File: config.mk
export PLATFORM = sky130hd
export DESIGN_NAME = regfile_arbiter
export DESIGN_NICKNAME = d
export VERILOG_FILES = /design/src/rtl/regfile_arbiter_pkg.sv /design/src/rtl/regfile_arbiter_rr.sv /design/src/rtl/regfile_arbiter.sv
export SDC_FILE = /design/constraint.sdc
export NUM_CORES = 1
export LEC_CHECK = 0
export ABC_CLOCK_PERIOD_IN_PS = 4900
export BUFFER_PORTS_ARGS = -buffer_cell sky130_fd_sc_hd__buf_2
export CAP_MARGIN = 25
export CORE_MARGIN = 2
export CORE_UTILIZATION = 50
export DETAILED_ROUTE_END_ITERATION = 8
export GPL_TIMING_DRIVEN = 0
export PLACE_DENSITY = 0.84
export SLEW_MARGIN = 20
export SYNTH_ARGS = -nofsm -noshare
export SYNTH_HDL_FRONTEND = slang
export SYNTH_HIERARCHICAL = 1
export SYNTH_SLANG_ARGS = --single-unit
File: constraint.sdc
create_clock -name clock -period 4.9 [get_ports clock]
set_input_delay 0.735 -clock clock [delete_from_list [all_inputs] [get_ports clock]]
set_output_delay 0.735 -clock clock [all_outputs]
set_load 0.05 [all_outputs]
File: src/rtl/regfile_arbiter_pkg.sv
// Shared definitions for the register-file arbiter: default sizes, op codes and
// the sequencing FSM state encoding.
package regfile_arbiter_pkg;

  localparam int DEF_WORD_SIZE     = 8;
  localparam int DEF_REG_ADDR_SIZE = 3;
  // Register count; the address width above must cover it.
  localparam int DEF_REG_NUM       = 8;

  localparam logic [1:0] OP_READ  = 2'b00;
  localparam logic [1:0] OP_WRITE = 2'b01;
  localparam logic [1:0] OP_CLEAR = 2'b10;
  localparam logic [1:0] OP_NOP   = 2'b11;

  typedef enum logic [1:0] {
    S_IDLE    = 2'd0,
    S_ISSUE   = 2'd1,
    S_CAPTURE = 2'd2,
    S_ACK     = 2'd3
  } state_e;

endpackage

File: src/rtl/regfile_arbiter_rr.sv
// Two-way round-robin arbiter: combinational one-hot grant plus a last-grant
// pointer that moves only when the caller accepts a grant.
module rr_arbiter2 (
  input  logic       clock,
  input  logic       reset_n,
  input  logic       req_a,
  input  logic       req_b,
  input  logic       update,
  output logic [1:0] grant
);

  logic last_b_q;
  logic last_b_d;

  // On contention the requester that did not win last time goes first.
  always_comb begin
    grant = 2'b00;
    if (req_a && req_b) begin
      grant = last_b_q ? 2'b01 : 2'b10;
    end else if (req_a) begin
      grant = 2'b01;
    end else if (req_b) begin
      grant = 2'b10;
    end
  end

  always_comb begin
    last_b_d = last_b_q;
    if (update && (grant != 2'b00)) begin
      last_b_d = grant[1];
    end
  end

  always_ff @(posedge clock or negedge reset_n) begin
    if (!reset_n) begin
      last_b_q <= 1'b1;
    end else begin
      last_b_q <= last_b_d;
    end
  end

endmodule

File: src/rtl/regfile_arbiter.sv
// Shares one register file between requester A and B; each granted transaction
// runs IDLE -> ISSUE -> CAPTURE -> ACK with a single strobe in ISSUE.
module regfile_arbiter
  import regfile_arbiter_pkg::*;
#(
  parameter int WORD_SIZE     = DEF_WORD_SIZE,
  parameter int REG_ADDR_SIZE = DEF_REG_ADDR_SIZE
) (
  input  logic                     clock,
  input  logic                     reset_n,
  input  logic                     a_req,
  input  logic [1:0]               a_op,
  input  logic [REG_ADDR_SIZE-1:0] a_addr1,
  input  logic [REG_ADDR_SIZE-1:0] a_addr2,
  input  logic [WORD_SIZE-1:0]     a_wdata,
  output logic                     a_ack,
  output logic [WORD_SIZE-1:0]     a_rdata1,
  output logic [WORD_SIZE-1:0]     a_rdata2,
  input  logic                     b_req,
  input  logic [1:0]               b_op,
  input  logic [REG_ADDR_SIZE-1:0] b_addr1,
  input  logic [REG_ADDR_SIZE-1:0] b_addr2,
  input  logic [WORD_SIZE-1:0]     b_wdata,
  output logic                     b_ack,
  output logic [WORD_SIZE-1:0]     b_rdata1,
  output logic [WORD_SIZE-1:0]     b_rdata2,
  output logic                     busy,
  output logic [REG_ADDR_SIZE-1:0] rf_num1,
  output logic [REG_ADDR_SIZE-1:0] rf_num2,
  output logic [WORD_SIZE-1:0]     rf_set_val,
  output logic                     rf_get_enable,
  output logic                     rf_set_enable,
  output logic                     rf_reset_enable,
  input  logic [WORD_SIZE-1:0]     rf_out1,
  input  logic [WORD_SIZE-1:0]     rf_out2
);

  state_e                   state_q, state_d;
  logic [1:0]               op_q, op_d;
  logic                     gnt_b_q, gnt_b_d;
  logic [REG_ADDR_SIZE-1:0] num1_q, num1_d, num2_q, num2_d;
  logic [WORD_SIZE-1:0]     set_val_q, set_val_d;
  logic [WORD_SIZE-1:0]     a_rdata1_q, a_rdata1_d, a_rdata2_q, a_rdata2_d;
  logic [WORD_SIZE-1:0]     b_rdata1_q, b_rdata1_d, b_rdata2_q, b_rdata2_d;
  logic [1:0]               grant;
  logic                     arb_update;

  rr_arbiter2 u_arb (
    .clock   (clock),
    .reset_n (reset_n),
    .req_a   (a_req),
    .req_b   (b_req),
    .update  (arb_update),
    .grant   (grant)
  );

  always_comb begin
    state_d    = state_q;
    op_d       = op_q;
    gnt_b_d    = gnt_b_q;
    num1_d     = num1_q;
    num2_d     = num2_q;
    set_val_d  = set_val_q;
    a_rdata1_d = a_rdata1_q;
    a_rdata2_d = a_rdata2_q;
    b_rdata1_d = b_rdata1_q;
    b_rdata2_d = b_rdata2_q;
    arb_update = 1'b0;
    case (state_q)
      S_IDLE: begin
        if (grant != 2'b00) begin
          arb_update = 1'b1;
          gnt_b_d    = grant[1];
          state_d    = S_ISSUE;
          if (grant[1]) begin
            op_d      = b_op;
            num1_d    = b_addr1;
            num2_d    = b_addr2;
            set_val_d = b_wdata;
          end else begin
            op_d      = a_op;
            num1_d    = a_addr1;
            num2_d    = a_addr2;
            set_val_d = a_wdata;
          end
        end
      end
      S_ISSUE: state_d = S_CAPTURE;
      S_CAPTURE: begin
        // The register file output is valid here, one cycle after the get strobe.
        if (op_q == OP_READ) begin
          if (gnt_b_q) begin
            b_rdata1_d = rf_out1;
            b_rdata2_d = rf_out2;
          end else begin
            a_rdata1_d = rf_out1;
            a_rdata2_d = rf_out2;
          end
        end
        state_d = S_ACK;
      end
      S_ACK: state_d = S_IDLE;
      default: state_d = S_IDLE;
    endcase
  end

  always_ff @(posedge clock or negedge reset_n) begin
    if (!reset_n) begin
      state_q    <= S_IDLE;
      op_q       <= OP_NOP;
      gnt_b_q    <= 1'b0;
      num1_q     <= '0;
      num2_q     <= '0;
      set_val_q  <= '0;
      a_rdata1_q <= '0;
      a_rdata2_q <= '0;
      b_rdata1_q <= '0;
      b_rdata2_q <= '0;
    end else begin
      state_q    <= state_d;
      op_q       <= op_d;
      gnt_b_q    <= gnt_b_d;
      num1_q     <= num1_d;
      num2_q     <= num2_d;
      set_val_q  <= set_val_d;
      a_rdata1_q <= a_rdata1_d;
      a_rdata2_q <= a_rdata2_d;
      b_rdata1_q <= b_rdata1_d;
      b_rdata2_q <= b_rdata2_d;
    end
  end

  // Strobes decode straight from flops so an asynchronous reset kills them at once.
  assign rf_get_enable   = (state_q == S_ISSUE) && (op_q == OP_READ);
  assign rf_set_enable   = (state_q == S_ISSUE) && (op_q == OP_WRITE);
  assign rf_reset_enable = (state_q == S_ISSUE) && (op_q == OP_CLEAR);
  assign a_ack           = (state_q == S_ACK) && !gnt_b_q;
  assign b_ack           = (state_q == S_ACK) && gnt_b_q;
  assign busy            = (state_q != S_IDLE);
  assign rf_num1         = num1_q;
  assign rf_num2         = num2_q;
  assign rf_set_val      = set_val_q;
  assign a_rdata1        = a_rdata1_q;
  assign a_rdata2        = a_rdata2_q;
  assign b_rdata1        = b_rdata1_q;
  assign b_rdata2        = b_rdata2_q;

endmodule

# [Yosys cells after proc, flatten, opt, wreduce, memory -nomap -nowiden]
# Cells that the tools add are included.
[word_totals] reg_bits=52 in_bits=52 output_inout_bits=52 wordCells=45
[op_classes] eq_ne=6 muxes=12 bitwise_logic=1 n_reduce_logical=15
[ops] operator="two-way mux 2 bit" count=6
[ops] operator="two-way mux 8 bit" count=1
[ops] operator="case mux 2 bit (4 select lines)" count=1
[ops] operator="logical AND 1 bit" count=7
[ops] operator="== test 2 bit, second input constant" count=3
[ops] operator="two-way mux 3 bit" count=2
[ops] operator="AND reduction 3 bit" count=2
[ops] operator="== test 2 x 1 -> 1 bit, second input constant" count=2
[ops] operator="logical NOT 2 bit" count=2
[ops] operator="nonzero test 2 bit" count=2
[ops] operator="two-way mux 1 bit" count=2
[ops] operator="!= test 2 bit, second input constant" count=1
[ops] operator="AND reduction 2 bit" count=1
[ops] operator="logical NOT 1 bit" count=1
[ops] operator="NOT 1 bit" count=1

# [Logic depth before layout (Yosys ltp)]
# Gate-level depths: netlist (run 1).
[depth] ltp_word=7 depth_mapped=7

# [By module]
# The synthesis (run 1) kept the hierarchy.
[by_module_without_submodules] module="regfile_arbiter" instances=1 cells_per_inst=172 area_per_inst_um2=2253.4 seq_area_each_um2=1278.7
[by_module_without_submodules] module="rr_arbiter2" instances=1 cells_per_inst=6 area_per_inst_um2=56.3 seq_area_each_um2=26.3

# [Worst setup path before layout (run 1)]
# No wires, ideal clock.
[synth_timing] path_kind="register -> output" startpoint="reg state_q[1]" endpoint="out rf_get_enable" arrival_ps=1785 slack_ps=2380 stages_incl_launch_ff=4 path_buffers=0 path_cell_list="dfrtp_1 inv_1 ha_1 nor3b_1"
[synth_via] elab_chain_cells=2
[synth_rtl] item="from (decl)" line="regfile_arbiter.sv:38" rtl="state_e state_q, state_d;"
[synth_rtl] item="from (signal assigned)" line="regfile_arbiter.sv:120" rtl="state_q <= state_d;"
[synth_rtl] item="== test 2 x 1 -> 1 bit" line="regfile_arbiter.sv:134" rtl="assign rf_get_enable = (state_q == S_ISSUE) && (op_q == OP_READ);"
[synth_rtl] item="logical AND 1 bit" line="regfile_arbiter.sv:134"
[synth_rtl] item="to (decl)" line="regfile_arbiter.sv:31" rtl="output logic rf_get_enable,"
# Every way passes these cells.

# [Worst setup path in the final report (run 1)]
[layout_timing] startpoint="reg state_q[0]" endpoint="out busy"
[layout_via] elab_chain_cells=1
[layout_rtl] item="nonzero test 2 bit" line="regfile_arbiter.sv:139" rtl="assign busy = (state_q != S_IDLE);"
[layout_rtl] item="to (decl)" line="regfile_arbiter.sv:27" rtl="output logic busy,"
# Every way passes these cells.

==> results of run 1 <==
path summary, 6_finish.rpt:
kind                                      end  slack (ns)
worst max-delay path                     busy        2.36
worst min-delay path            rf_set_val[0]        0.45
worst min register to register    b_rdata1[4]        0.51
max in group asynchronous         b_rdata1[1]        4.03
min in group clock                b_rdata1[4]        0.51
worst max register to register  rf_set_val[4]        2.88
sequential cells by signal, indices dropped and copies added (netlist names):
name            cells
a_rdata1            8
rf_set_val          8
state_q             2
op_q                2
b_rdata2            8
rf_num2             3
u_arb/last_b_q      1
a_rdata2            8
rf_num1             3
b_rdata1            8
gnt_b_q             1
layer usage:
metal  track usage  vias up  wire length [microns]
met5             0        -                      0
met4        0.0755        0                     74
met3        0.0319        7                    223
met2         0.352       55                   2700
met1         0.299      900                   2380
li1              -      881                      -
logic make-up (layout without fill, tap and decap cells):
| kind of cell | Yosys count | after routing | share of synthesized area |
|---|---|---|---|
| adder cells (fa/ha/maj) | 4 | 4 | 0.0217 |
| buffers and inverters | 16 | 127 | 0.0401 |
| AND/OR/NAND/NOR | 37 | 37 | 0.0851 |
| AO/OA/AOI/OAI | 37 | 37 | 0.116 |
| multiplexers | 32 | 32 | 0.172 |
| flip-flops | 52 | 52 | 0.565 |
worst reg2reg max path, cell delays in order (launching register included):
cell	delay (ns)
dfstp_2	0.57
inv_1	0.04
a21boi_1	0.33
nand2_1	0.27
clkbuf_1	0.30
o32ai_1	0.32
nor2_1	0.08
cell type report:
class	count	area, sq um	share of cell area
Multi-Input combinational cell	110	912	0.305
Buffer	12	77.6	0.0260
Tap cell	52	65.1	0.0218
Clock buffer	5	68.8	0.0230
Inverter	4	15.0	0.00503
Clock inverter	3	25.0	0.00838
Sequential cell	52	1310	0.437
Timing Repair Buffer	103	518	0.173
cells in the final DEF (no fill, tap or decap), types with 2 or more instances in the layout:
master and count:
nor2_1 18, ha_1 4, mux2_4 10, clkbuf_8 5, dfrtp_1 49, inv_1 4, buf_1 2, buf_2 104
nor3_1 6, inv_6 2, dfstp_2 3, nand2_1 6, buf_6 2, a31oi_1 2, o22ai_1 16, mux2_2 22
buf_4 2, clkbuf_1 4, o32ai_1 14
stage by stage:
stage	worst slack (ns)	instances
2_1_floorplan	2.38	178
3_3_place_gp	2.57	333
3_5_place_dp	2.57	333
4_1_cts	2.36	341
5_1_grt	2.22	341
6_report	2.36	341
==> impl_metrics.csv, run 1 <==
group,metric,value,unit
setup_path,critPathLaunchType,"flip-flop",
yosys,synth_flop_cell,"dfrtp_1",
sta,tightestPinTransition,0.657,ns
route,avgRoutedWirePerCell,15.8,microns
yosys,async_reset_ff_frac,1.00,
setup_path,worstSetupPathDepth,5,
setup_path,crit_type,"reg -> out",
setup_path,rr_worst_depth,6,
global_routing,grt_use_total,0.216,
cells_and_area,finalInstanceArea,0.00299,sq mm
setup_path,cp-end-kind,"output port",
setup_path,slowest_stage,"dfrtp_1",
floorplanning,die_area,0.00518,sq mm
yosys,avgSynthCellArea,13.0,sq um
route,drtIter0Drc,120,
yosys,ys_seq_elements,52,
route,vias,1843,
sta,min_period,2.54,ns
placed_design,finalWeightedCongestion,0.873,
route,drc,0,
setup_path,cp_max_fo,10,
sta,max_slew_margin,0.560,
clock_tree,cts_tree,"yes",
route,wl,5380,microns
yosys,yosysSeqAreaShare,0.565,
floorplanning,die_w,72.0,microns
global_routing,grt-ovfl-total,0,
cells_and_area,area_growth,29.3,%
yosys,synth_top_area_share,0.531,
yosys,ys_types,30,
clock_tree,clock_latency,0.31,ns
setup_path,crit_family,"buffers and inverters",
sta,hold_violations,0,
global_routing,antenna_found_initial,0,
yosys,synth_common_cells,"49 x dfrtp_1, 22 x mux2_2, 18 x nor2_1, 16 x o22ai_1, 14 x o32ai_1",
yosys,synth_area_leaders,"dfrtp_1 53%, mux2_2 11%, mux2_4 6.5%",
route,vias_per_cell,5.40,
global_routing,grt_max_degree,53,
setup_path,max_stage_delay,0.42,ns
sta,clock.fmax,393,MHz
placed_design,io_buffers,103,
cells_and_area,fin_util,0.677,
status,outcome,"completed",
floorplanning,dieHeight,72.0,microns
setup_path,r2r-start,"u_arb/last_b_q",
setup_path,cpMostUsedCell,"inv_1",
floorplanning,core,0.00441,sq mm
cells_and_area,nets,344,
clock_tree,clk_path_buf_depth,2,
sta,setup_viol,0,
global_routing,grt_pass1_wl,8780,microns
sta,whs,0.446,ns
clock_tree,cts_hold_buf,0,
placed_design,dpl.hpwl,3960,microns
floorplanning,core.rowCount,24,
floorplanning,io_pins,104,
route,ant_nets,0,
yosys,syn_nets,234,
yosys,ys_warn_count,6,
sta,setup_tns,0,ns
setup_path,worstPathArrival,1.81,ns
route,drtPass1Iterations,4,
cells_and_area,layout-drive-gt1-share,0.540,
sta,slew_violations,0,
yosys,yosysMostFrequentCell,"dfrtp_1",
yosys,synth_edf_count,0,
setup_path,cp_num_buf_inv,4,
cells_and_area,nFillCells,351,
run,drv_cap,0,
setup_path,path_cells,"inv_1, ha_1, clkbuf_1, inv_1, buf_2",
sta,fin_crit_sh,0.519,
sta,rsz0062_at_grt,"no",
clock_tree,ctsHtreeMaxLevel,2,
global_routing,first_global_vias,1792,
clock_tree,post_cts_resized,0,
yosys,syn-instance-count,178,
yosys,netlist_area,0.00231,sq mm
clock_tree,clockRootBuffer,"clkbuf_8",
clock_tree,cts_setup_buffers,0,
yosys,synth_area_leader_cell,"dfrtp_1",
clock_tree,clk_pin_slew,0.10,ns
setup_path,required,4.16,ns
setup_path,startpoint,"state_q[0]",
clock_tree,numCtsBuffers,5,
min_path,hp-class,"in -> async",
cells_and_area,diodes,0,
placed_design,dpl_cell_area,0.00289,sq mm
floorplanning,start_util,0.523,
sta,worst_clock_skew,0.0135,ns
clock_tree,cts.sinks,52,
Power of run 1 is not shown: default switching activity piles up to over one toggle a cycle in this logic, so the estimate is an artifact.
==> run 2: changes to the inputs <==
ABC_CLOCK_PERIOD_IN_PS = 2300   (was 4900)
CORE_UTILIZATION = 42   (was 50)
PLACE_DENSITY = 0.75   (was 0.84)
clock period = 2.3 ns   (was 4.9 ns; I/O delays follow)
==> run 2 against run 1 <==
Effect of this change:
- core utilization decreased by 9.8 points
- clock-buffer cell count grew 2
- cell count up 5.3%
- register-to-register slack worse by 2.6 ns
- critical endpoint unchanged
- critical path type unchanged
- global-route usage is 3.1 points lower
- sequential share of layout area is 0.33 points lower
==> impl_metrics.csv, run 2 (synthesis gave the netlist of run 1 again) <==
group,metric,value,unit
status,outcome,"completed",
placed_design,finalWeightedCongestion,0.799,
clock_tree,post_cts_resized,0,
sta,clock.fmax,473,MHz
clock_tree,clockRootBuffer,"clkbuf_8",
sta,setup_viol,0,
route,drc,0,
route,avgRoutedWirePerCell,15.5,microns
setup_path,worstPathArrival,1.77,ns
setup_path,cp_num_buf_inv,4,
clock_tree,numCtsBuffers,5,
clock_tree,clock_latency,0.29,ns
clock_tree,cts_hold_buf,0,
global_routing,antenna_found_initial,0,
route,wl,5570,microns
route,vias_per_cell,5.14,
setup_path,cp-end-kind,"output port",
floorplanning,io_pins,104,
route,vias,1847,
setup_path,cp_max_fo,10,
clock_tree,ctsHtreeMaxLevel,2,
setup_path,required,1.96,ns
global_routing,grt-ovfl-total,0,
floorplanning,core.rowCount,26,
clock_tree,clk_path_buf_depth,2,
cells_and_area,most-common-layout-cells,"104 x buf_2, 49 x dfrtp_1, 22 x mux2_2, 18 x nor2_1, 16 x o22ai_1",
sta,rsz0062_at_grt,"no",
setup_path,slowest_stage,"dfrtp_1",
cells_and_area,area_growth,30.3,%
setup_path,critPathLaunchType,"flip-flop",
route,drtPass1Iterations,4,
sta,hold_violations,0,
global_routing,grt_pass1_wl,8960,microns
floorplanning,core,0.00520,sq mm
global_routing,grt_use_total,0.185,
global_routing,grt_max_degree,53,
floorplanning,start_util,0.444,
cells_and_area,layout-drive-gt1-share,0.536,
cells_and_area,diodes,0,
sta,whs,0.0629,ns
setup_path,max_stage_delay,0.41,ns
clock_tree,cts.sinks,52,
clock_tree,cts_tree,"yes",
cells_and_area,nFillCells,455,
placed_design,dpl.hpwl,4160,microns
sta,setup_tns,0,ns
run,drv_cap,0,
floorplanning,die_w,78.2,microns
route,ant_nets,0,
floorplanning,die_area,0.00611,sq mm
setup_path,crit_family,"buffers and inverters",
sta,fin_crit_sh,0.920,
clock_tree,cts_setup_buffers,0,
setup_path,cpMostUsedCell,"inv_1",
sta,slew_violations,0,
floorplanning,dieHeight,78.2,microns
setup_path,crit_type,"reg -> out",
sta,max_slew_margin,0.561,
sta,min_period,2.12,ns
cells_and_area,multi_input_area,912,sq um
cells_and_area,seqCellArea,0.00131,sq mm
sta,worst_clock_skew,0.00621,ns
setup_path,path_cells,"inv_1, ha_1, clkbuf_1, inv_1, buf_2",
min_path,hp-class,"in -> async",
sta,tightestPinTransition,0.658,ns
clock_tree,clk_pin_slew,0.09,ns
placed_design,io_buffers,103,
cells_and_area,nets,344,
route,drtIter0Drc,57,
cells_and_area,layout_commonest_cell,"buf_2",
global_routing,first_global_vias,1877,
-- run 2: worst reg2reg max path: stages, from the launching register on --
cell and delay (ns):
dfstp_2 0.56, inv_1 0.05, a21boi_1 0.32, nand2_1 0.26, clkbuf_1 0.30, o32ai_1 0.31, nor2_1 0.08
-- run 2: cell type report --
type / instances / share of cell area
Buffer: 12 / 0.0258
Clock buffer: 7 / 0.0287
Clock inverter: 1 / 0.00249
Inverter: 4 / 0.00499
Multi-Input combinational cell: 110 / 0.303
Sequential cell: 52 / 0.434
Tap cell: 70 / 0.0291
Timing Repair Buffer: 103 / 0.172
-- run 2: final timing paths --
| kind | to | cells past startpoint | start | slack [ns] |
|---|---|---|---|---|
| max | busy | 5 | state_q[0] | 0.18 |
| max in group asynchronous | rf_num2[2] | 1 | reset_n | 1.78 |
| min | rf_num2[1] | 1 | reset_n | 0.06 |
| max reg2reg | rf_num2[0] | 6 | u_arb/last_b_q | 0.32 |
| min in group clock | u_arb/last_b_q | 2 | a_req | 0.24 |
| min reg2reg | b_rdata2[5] | 1 | b_rdata2[5] | 0.51 |
-- run 2: through the flow --
step | instances | area, sq um | setup WS (ns) | utilization
floorplan | 178 | 2310 | 0.170 | -
global placement | 351 | 2910 | 0.350 | 0.560
detailed placement | 351 | 2920 | 0.309 | 0.560
CTS | 359 | 3010 | 0.169 | 0.578
global route | 359 | 3010 | 0.0555 | 0.578
finish | 359 | 3010 | 0.185 | 0.578
-- run 2: metal layers --
layer | vias to the layer above | wire length [microns] | share of wire | track usage
met5 | - | 0 | 0 | 0
met4 | 0 | 65 | 0.012 | 0.0544
met2 | 55 | 2890 | 0.52 | 0.317
li1 | 873 | - | - | -
met3 | 7 | 246 | 0.044 | 0.0379
met1 | 912 | 2360 | 0.42 | 0.238
Power of run 2 is left out for the same reason.
==> run 3: changes to the inputs <==
ABC_AREA = 1   (was not set)
CORE_UTILIZATION = 43   (was 42)
PLACE_DENSITY = 0.76   (was 0.75)
SKIP_LAST_GASP = 1   (was not set)
==> run 3 against run 2 <==
Effect of this change:
- routed wire length up 5.5%
- critical endpoint is now rf_get_enable
- highest routed layer unchanged
- non-clock buffer count unchanged
- core utilization about the same
- worst hold slack worse by 0.012 ns
==> impl_metrics.csv, run 3 <==
group,metric,value,unit
floorplanning,start_util,0.448,
global_routing,first_global_vias,2243,
status,outcome,"completed",
power,power_density,1770,mW/mm^2
clock_tree,clk_pin_slew,0.10,ns
placed_design,placed_cells,476,
setup_path,r2r_slack,0.70,ns
setup_path,rr_worst_depth,8,
cells_and_area,diodes,0,
yosys,syn_nets,357,
floorplanning,die_area,0.00639,sq mm
clock_tree,cts_hold_buf,0,
yosys,syn-instance-count,301,
cells_and_area,layout-drive-gt1-share,0.374,
sta,setup_tns,0,ns
clock_tree,cts_tree,"yes",
power,p_leak,1.89,nW
clock_tree,clock_latency,0.30,ns
route,avgRoutedWirePerCell,12.1,microns
sta,tightestPinTransition,0.663,ns
placed_design,finalWeightedCongestion,0.830,
setup_path,max_stage_delay,0.43,ns
setup_path,startpoint,"state_q[1]",
cells_and_area,finalInstanceArea,0.00321,sq mm
clock_tree,post_cts_resized,0,
global_routing,grt-ovfl-total,0,
clock_tree,ctsHtreeMaxLevel,2,
route,vias,2261,
floorplanning,core.rowCount,27,
yosys,ys_seq_elements,52,
sta,worst_clock_skew,0.00891,ns
clock_tree,numCtsBuffers,5,
clock_tree,cts_setup_buffers,0,
clock_tree,clockRootBuffer,"clkbuf_8",
yosys,avgSynthCellArea,8.24,sq um
placed_design,dpl.hpwl,4390,microns
sta,min_period,1.89,ns
setup_path,cp-end-kind,"output port",
setup_path,crit_type,"reg -> out",
power,p_total,5.68,mW
clock_tree,cts.sinks,52,
global_routing,grt_use_total,0.198,
setup_path,worstPathArrival,1.54,ns
placed_design,pre_cts_slack,0.627,ns
route,wl,5870,microns
sta,max_slew_margin,0.558,
yosys,synth_top_area_share,0.494,
setup_path,critPathLaunchType,"flip-flop",
run,drv_cap,0,
setup_path,r2r-start,"u_arb/last_b_q",
cells_and_area,nets,467,
yosys,synth_flop_cell,"dfrtp_1",
cells_and_area,area_growth,29.2,%
floorplanning,io_pins,104,
sta,rsz0062_at_grt,"no",
global_routing,antenna_found_initial,0,
global_routing,grt_max_degree,53,
cells_and_area,final_cells,484,
yosys,ys_warn_count,6,
sta,hold_violations,0,
setup_path,path_cells,"inv_1, ha_1, nor3b_1, buf_2",
sta,slew_violations,0,
sta,clock.fmax,530,MHz
global_routing,grt_pass1_wl,10100,microns
setup_path,slowest_stage,"dfrtp_1",
min_path,hp-class,"in -> async",
yosys,netlist_area,0.00248,sq mm
sta,worst_slack,0.413,ns
yosys,ys_types,22,
yosys,synth_area_leaders,"dfrtp_1 49%, nand2_1 24%, nand3_1 7.1%",
floorplanning,die_w,80.0,microns
yosys,synth_area_leader_cell,"dfrtp_1",
route,drtIter0Drc,100,
sta,fin_crit_sh,0.821,
setup_path,crit_family,"flip-flops",
yosys,synth_edf_count,0,
yosys,async_reset_ff_frac,1.00,
cells_and_area,most-common-layout-cells,"158 x nand2_1, 109 x buf_2, 49 x dfrtp_1, 35 x nand3_1, 19 x nand2_2",
setup_path,cp_max_fo,4,
power,peakVddDrop,0.000669,V
yosys,synth_common_cells,"158 x nand2_1, 49 x dfrtp_1, 35 x nand3_1, 19 x nand2_2, 7 x buf_2",
setup_path,cp_num_buf_inv,2,
cells_and_area,fin_util,0.579,
route,vias_per_cell,4.67,
floorplanning,core,0.00554,sq mm
setup_path,r2r-end,"u_arb/last_b_q",
route,drtPass1Iterations,4,
placed_design,dpl_cell_area,0.00309,sq mm
floorplanning,dieHeight,80.0,microns
sta,whs,0.0506,ns
cells_and_area,nFillCells,553,
route,ant_nets,0,
yosys,yosysSeqAreaShare,0.526,
clock_tree,clk_path_buf_depth,2,
placed_design,io_buffers,103,
yosys,yosysMostFrequentCell,"nand2_1",
setup_path,required,1.96,ns
sta,setup_viol,0,
cells_and_area,layout_commonest_cell,"nand2_1",
route,drc,0,
==> run 3: changes by cell type after synthesis, sizes merged, moves of 2 or more <==
cell    previous run  this run
mux2              32         0
o22ai             16         0
clkbuf             4         0
inv                4         9
nor2              18         7
nand2              6       178
o32ai             14         0
buf                8        12
nor3               7         0
nand3              0        35
a31oi              2         0
==> run 3: routing by layer <==
metal | track usage | up-vias | routed length (microns)
li1 | - | 1145 | -
met1 | 0.255 | 1024 | 2660
met2 | 0.344 | 90 | 2760
met3 | 0.0362 | 2 | 421
met4 | 0.0458 | 0 | 26
met5 | 0 | - | 0
==> run 3: where the power goes <==
group | internal, mW | switching, mW | total, mW
sequential | 1.39 | 0.278 | 1.67
clock | 0.328 | 0.313 | 0.641
combinational | 0.801 | 2.57 | 3.37
==> run 3: worst max path at each step <==
stage,endpoint,slack (ns),cells after the start
after global placement,rf_num2[1],0.69,9
after detailed placement,rf_set_val[3],0.63,9
after floorplan,rf_get_enable,0.16,3
after global routing,rf_get_enable,0.30,4
after CTS,rf_get_enable,0.39,4
final,rf_get_enable,0.41,4
==> run 3: area by class of cell <==
cell class	count	area (sq um)	share of cell area
well taps	72	90.1	0.0281
plain buffers	12	92.6	0.0289
clock inverters	3	47.5	0.0148
multi-input cells	228	1050	0.327
clock buffers	5	68.8	0.0215
repair buffers	103	518	0.162
flip-flops and latches	52	1310	0.407
inverters	9	36.3	0.0113
==> run 3: kinds of logic after synthesis <==
kind of cell | Yosys count | share of synthesized area
buf+inv | 21 | 0.0519
simple gates | 221 | 0.389
compound gates | 3 | 0.0126
flops | 52 | 0.526
fa+ha+maj | 4 | 0.0202
No activity file was read; power rests on OpenSTA's default activity.
